**config.mk**
```make
export PLATFORM = sky130hd
export DESIGN_NAME = serial_slice_adder
export DESIGN_NICKNAME = d
export VERILOG_FILES = /design/src/rtl/serial_slice_adder_pkg.sv /design/src/rtl/adder_slice.sv /design/src/rtl/serial_slice_adder.sv
export SDC_FILE = /design/constraint.sdc
export NUM_CORES = 1
export LEC_CHECK = 0
export BUFFER_PORTS_ARGS = -buffer_cell sky130_fd_sc_hd__buf_2
export CAP_MARGIN = 20
export CORE_MARGIN = 2
export CORE_UTILIZATION = 53
export CTS_CLUSTER_SIZE = 28
export DETAILED_ROUTE_END_ITERATION = 10
export HOLD_SLACK_MARGIN = 0.08
export PLACE_DENSITY_LB_ADDON = 0.05
export SLEW_MARGIN = 20
export SYNTH_ARGS = -nofsm -noshare
export SYNTH_HDL_FRONTEND = slang
export SYNTH_HIERARCHICAL = 1
export SYNTH_SLANG_ARGS = --single-unit
export TNS_END_PERCENT = 5
```
**constraint.sdc**
```tcl
create_clock -name clk -period 2.5 [get_ports clk]
set_clock_uncertainty 0.05 [all_clocks]
set_input_delay 0.125 -clock clk [delete_from_list [all_inputs] [get_ports clk]]
set_output_delay 0.125 -clock clk [all_outputs]
set_load 0.005 [all_outputs]
```
**src/rtl/serial_slice_adder_pkg.sv**
```systemverilog
// rtl/serial_slice_adder_pkg.sv - shared state encoding and slice-count helper for serial_slice_adder
package serial_slice_adder_pkg;

    typedef logic [1:0] state_t;

    localparam state_t IDLE = 2'd0;
    localparam state_t RUN  = 2'd1;
    localparam state_t DONE = 2'd2;

    // Returns the number of RUN cycles, or 0 when the width/slice pair is illegal.
    function automatic int num_slices(input int width, input int slice);
        if (slice < 1 || width < slice || (width % slice) != 0) begin
            return 0;
        end
        return width / slice;
    endfunction

endpackage

```
**src/rtl/adder_slice.sv**
```systemverilog
// rtl/adder_slice.sv - combinational SLICE-bit ripple of full adders
module adder_slice #(
    parameter int SLICE = 4
) (
    input  logic [SLICE-1:0] a,
    input  logic [SLICE-1:0] b,
    input  logic             cin,
    output logic [SLICE-1:0] s,
    output logic             cout,
    output logic             cmsb
);

    logic c;

    // c is rewritten bit by bit so the ripple stays a plain chain without a feedback vector.
    always_comb begin
        c    = cin;
        cmsb = cin;
        s    = '0;
        for (int i = 0; i < SLICE; i++) begin
            if (i == SLICE - 1) begin
                cmsb = c;
            end
            s[i] = a[i] ^ b[i] ^ c;
            c    = (a[i] & b[i]) | (c & (a[i] ^ b[i]));
        end
        cout = c;
    end

endmodule

```
**src/rtl/serial_slice_adder.sv**
```systemverilog
// rtl/serial_slice_adder.sv - slice-serial A+B+Cin adder with start/done handshake; SERIAL_SLICE_ADDER_SUB_EN adds the Sub port
module serial_slice_adder
    import serial_slice_adder_pkg::*;
#(
    parameter int WIDTH = 16,
    parameter int SLICE = 4
) (
    input  logic             clk,
    input  logic             rst,
    input  logic             start,
    input  logic [WIDTH-1:0] A,
    input  logic [WIDTH-1:0] B,
    input  logic             Cin,
`ifdef SERIAL_SLICE_ADDER_SUB_EN
    input  logic             Sub,
`endif
    output logic             ready,
    output logic             busy,
    output logic             done,
    output logic [WIDTH-1:0] Sum,
    output logic             Carry,
    output logic             Overflow
);

    localparam int N  = num_slices(WIDTH, SLICE);
    localparam int CW = (N > 1) ? $clog2(N) : 1;

    generate
        if (N == 0) begin : g_illegal_params
            $error("serial_slice_adder: WIDTH must be a positive multiple of SLICE");
        end
    endgenerate

    state_t           state;
    logic [CW-1:0]    cnt;
    logic [WIDTH-1:0] a_sh;
    logic [WIDTH-1:0] b_sh;
    logic [WIDTH-1:0] sum_q;
    logic             carry_q;
    logic             ovf_q;

    logic [WIDTH-1:0] b_in;
    logic             cin_in;

`ifdef SERIAL_SLICE_ADDER_SUB_EN
    // Two's-complement subtract: invert B and inject the +1 through the carry.
    assign b_in   = Sub ? ~B : B;
    assign cin_in = Sub | Cin;
`else
    assign b_in   = B;
    assign cin_in = Cin;
`endif

    logic [SLICE-1:0]       s_slice;
    logic                   c_out;
    logic                   c_msb;
    logic [WIDTH+SLICE-1:0] sum_cat;
    logic                   last;

    adder_slice #(
        .SLICE (SLICE)
    ) u_slice (
        .a    (a_sh[SLICE-1:0]),
        .b    (b_sh[SLICE-1:0]),
        .cin  (carry_q),
        .s    (s_slice),
        .cout (c_out),
        .cmsb (c_msb)
    );

    // Operands shift down and results shift in from the top, so after N
    // cycles slice k sits at Sum[k*SLICE +: SLICE] without any index muxing.
    assign sum_cat = {s_slice, sum_q};
    assign last    = (cnt == CW'(N - 1));

    always_ff @(posedge clk or posedge rst) begin
        if (rst) begin
            state   <= IDLE;
            cnt     <= '0;
            a_sh    <= '0;
            b_sh    <= '0;
            sum_q   <= '0;
            carry_q <= 1'b0;
            ovf_q   <= 1'b0;
        end else begin
            case (state)
                IDLE: begin
                    if (start) begin
                        a_sh    <= A;
                        b_sh    <= b_in;
                        carry_q <= cin_in;
                        cnt     <= '0;
                        state   <= RUN;
                    end
                end
                RUN: begin
                    a_sh    <= a_sh >> SLICE;
                    b_sh    <= b_sh >> SLICE;
                    sum_q   <= sum_cat[WIDTH+SLICE-1:SLICE];
                    carry_q <= c_out;
                    if (last) begin
                        ovf_q <= c_msb ^ c_out;
                        cnt   <= '0;
                        state <= DONE;
                    end else begin
                        cnt <= cnt + CW'(1);
                    end
                end
                DONE: begin
                    state <= IDLE;
                end
                default: begin
                    state <= IDLE;
                end
            endcase
        end
    end

    assign ready    = (state == IDLE);
    assign busy     = (state == RUN);
    assign done     = (state == DONE);
    assign Sum      = sum_q;
    assign Carry    = carry_q;
    assign Overflow = ovf_q;

endmodule

```
==> reports/summary.json <==
{
  "result_of_the_run": "finished clean",
  "gp_routability_congestion": 0.797,
  "cpPeakStageDelay_ns": 0.43,
  "seq_power_share_pct": 42.5,
  "gr_util_met1_pct": 29.5,
  "internal_power_mw": 2.19,
  "timing.hold.ws_ns": 0.0864,
  "combinationalPowerShare_pct": 43.9,
  "design.die.area_mm2": 0.00536,
  "routed_via_density": 5.52,
  "crit_path_end": "Overflow$_DFFE_PP0P_",
  "cp_required_ns": 2.64,
  "min-delay-path-class": "primary input to flop",
  "detail_route.first_pass.iterations": 4,
  "worst_path_max_delay_cell": "sky130_fd_sc_hd__fa_1",
  "antenna_found_initial": 0,
  "cts_root_buf": "sky130_fd_sc_hd__clkbuf_8",
  "post_synth_net_total": 310,
  "yosys.cell_types.count": 32,
  "die_h_um": 73.2,
  "rsz0062_at_grt": "no",
  "place_ws_ns": 0.336,
  "drive_gt1_share_pct": 22.1,
  "lkg_pwr_nw": 1.44,
  "placed_cells": 362,
  "worst_r2r_path_depth": 8,
  "cp-start-kind": "flop",
  "globalRouteMet3Util_pct": 3.59,
  "nets_finish": 371,
  "ant_nets": 0,
  "slew_violations": 0,
  "critPathKind": "flop to flop",
  "filler_cell_count": 378,
  "worst-endpoint-arrival_ns": 2.34,
  "syn-cell-area_mm2": 0.00254,
  "synth.largest_area_cell": "sky130_fd_sc_hd__dfrtp_1",
  "seq_cells_post_synth": 54,
  "clock_path_buffers": 2,
  "dpl.hpwl_mm": 3.46,
  "rows": 25,
  "final_hold_viol_count": 0,
  "via_count": 2127,
  "ys_seq_area_share_pct": 53.2,
  "finalSetupViolations": 0,
  "vdd_drop_max_mv": 0.638,
  "switching_power_mw": 1.53,
  "synth.top_cells.by_area": "sky130_fd_sc_hd__dfrtp_1 (53%), sky130_fd_sc_hd__nor3_1 (9.5%), sky130_fd_sc_hd__nand2_1 (8.0%)",
  "cts_made_buffers": 5,
  "largest_net_degree_at_the_start_of_global_routing": 55,
  "reg2reg_to": "Overflow$_DFFE_PP0P_",
  "routed_wl_mm": 5.62,
  "cts_tree": "done",
  "cp_cell_sequence": "fa_1 -> inv_1 -> fa_1 -> fa_1 -> inv_1 -> fa_1 -> xnor2_1 -> a21oi_1",
  "tns_ns": 0,
  "critPathLaunch": "a_sh[0]$_DFFE_PP0P_",
  "wire_per_inst_um": 14.6,
  "post-route-worst-setup-slack_ns": 0.300,
  "cts.sinks": 54,
  "global_route.overflow_total": 0,
  "kind_of_end_point_of_the_critical_path": "flop",
  "die-width_um": 73.2,
  "worst_pin_slew_ns": 0.785,
  "detailed_route_iter0_violations": 111,
  "netlist_instances": 269,
  "swShare_pct": 41.1,
  "share_clk_of_total_power_pct": 13.5,
  "yosysTopAreaCellShare_pct": 53.2,
  "grt_pass1_vias": 1999,
  "grt_pass1_wl_mm": 9.19,
  "syn2layout_area_growth_pct": 19.0,
  "total_routing_usage_reported_by_global_routing_pct": 22.4,
  "r2r-start": "a_sh[0]$_DFFE_PP0P_",
  "met2_demand_to_capacity_share_in_global_routing_pct": 37.7,
  "antennaDiodeCount": 0,
  "min_period_ns": 2.20,
  "finalNonFillerCells": 385,
  "core_area_mm2": 0.00466,
  "max_cap_viol_count": 0,
  "postCtsSetupBuffers": 0,
  "worst_setup_hold_path_clk_slew_ns": 0.09,
  "top_usage_layer": "met2",
  "design_power_total_mw": 3.72,
  "post_cts_resize_count": 0,
  "io_pins": 57,
  "start_util_pct": 54.5,
  "postSynthAreaPerCell_um2": 9.44,
  "worst_skew_pair.late_latency_ns": 0.30,
  "power_per_cell_area_mw_per_mm2": 1230,
  "crit_fanout": 3,
  "maxSlewHeadroom_pct": 47.6,
  "port-buffer-count": 56,
  "max_freq_mhz": 455,
  "cpMostUsedCell": "sky130_fd_sc_hd__fa_1",
  "worst-r2r-setup-slack_ns": 0.30,
  "design_area_mm2": 0.00302,
  "cts_htree_levels": 2,
  "remaining_drc_errors": 0,
  "ys.warnings.count": 6,
  "placed_cell_area_mm2": 0.00278,
  "post-route-util_pct": 64.9,
  "finalCritPeriodShare_pct": 88.0
}
[power by group through the flow]
stage                     combinational [mW]  clock (mW)  sequential, mW
after floorplan                         1.31           0            1.55
final                                   1.63       0.503            1.58
after global routing                    1.90       0.544            1.63
after detailed placement                1.63           0            1.60
after CTS                               1.64       0.508            1.58
after global placement                  1.59           0            1.58
[registers in the layout, summed over array words and instances, names as in the netlist]
signal / cells
a_sh: 16
Sum: 16
Carry: 1
cnt: 2
Overflow: 1
b_sh: 16
state: 2
[repair_timing]
item / CTS / global route
endpoints found under the hold margin: 68 / 0
setup endpoints to repair: 0 / 0
hold buffers: 15 / 0
[logic make-up (layout without fill, tap and decap cells)]
logic type | Yosys count | after routing | synth area share, %
AOI/OAI and AO/OA | 52 | 52 | 13.5
xor gates and xnor gates | 1 | 1 | 0.345
adders and majority gates | 5 | 5 | 3.65
buffers and inverters | 34 | 96 | 7.44
DFF | 54 | 54 | 53.2
and+or+nand+nor | 123 | 123 | 21.8
[layer usage]
layer | part of all wire (%) | routed length (um)
met5 | 0 | 0
met4 | 1.2 | 69
met3 | 3.4 | 189
met2 | 49 | 2760
met1 | 46 | 2600
[critical path, delay by kind of cell (launching register included)]
kind	cells	cell delay (ns)
compound gates	1	0.09
xor+xnor	1	0.22
fa+ha+maj	4	1.17
buf+inv	2	0.15
flops	1	0.42
[how the worst min path moves through the flow]
stage | cells after the start | end | slack (ns) | from
detailed placement | 3 | Sum[7]$_DFFE_PP0N_ | 0.31 | rst
global placement | 3 | Sum[7]$_DFFE_PP0N_ | 0.31 | rst
floorplan | 2 | a_sh[15]$_DFFE_PP0P_ | 0.21 | A[15]
CTS | 3 | Carry$_DFFE_PP0P_ | 0.09 | Cin
finish | 3 | Carry$_DFFE_PP0P_ | 0.09 | Cin
global route | 3 | Carry$_DFFE_PP0P_ | 0.10 | Cin
[cell usage after synthesis, drive strengths merged]
cell type  number
nor2           11
fa              4
o22a            1
or2             1
o221a           1
and2            1
dfrtp          54
o21ai          11
nand3b          1
nand3           1
o31ai           1
o32ai           7
nand2b          4
clkbuf          4
inv            12
nor3           48
o22ai          23
a21oi           4
buf            18
and2b           1
o21bai          1
nor3b           1
a32o            2
xnor2           1
a22o            1
nand2          54
ha              1
[cells in the final DEF (no fill, tap or decap), drive strengths merged]
master       count
clkinv           1
xnor2            1
fa               4
a22o             1
ha               1
o21ai           11
o22a             1
nand3            1
nand2b           4
clkbuf           7
or2              1
a32o             2
dlygate4sd3     15
and2b            1
o221a            1
inv             12
a21oi            4
o21bai           1
nand2           54
dfrtp           54
nor3b            1
nor2            11
o22ai           23
buf             61
o31ai            1
and2             1
nand3b           1
nor3            48
o32ai            7
[area by class of cell]
class / instances / area, um2 / share of cell area, %
clock buffers: 7 / 86.3 / 2.86
clock inverters: 1 / 5.00 / 0.166
inverters: 12 / 45.0 / 1.49
multi-input cells: 181 / 1000 / 33.1
flip-flops and latches: 54 / 1350 / 44.7
well taps: 54 / 67.6 / 2.24
repair buffers: 76 / 468 / 15.5
Power figures use the tool's default switching activity.
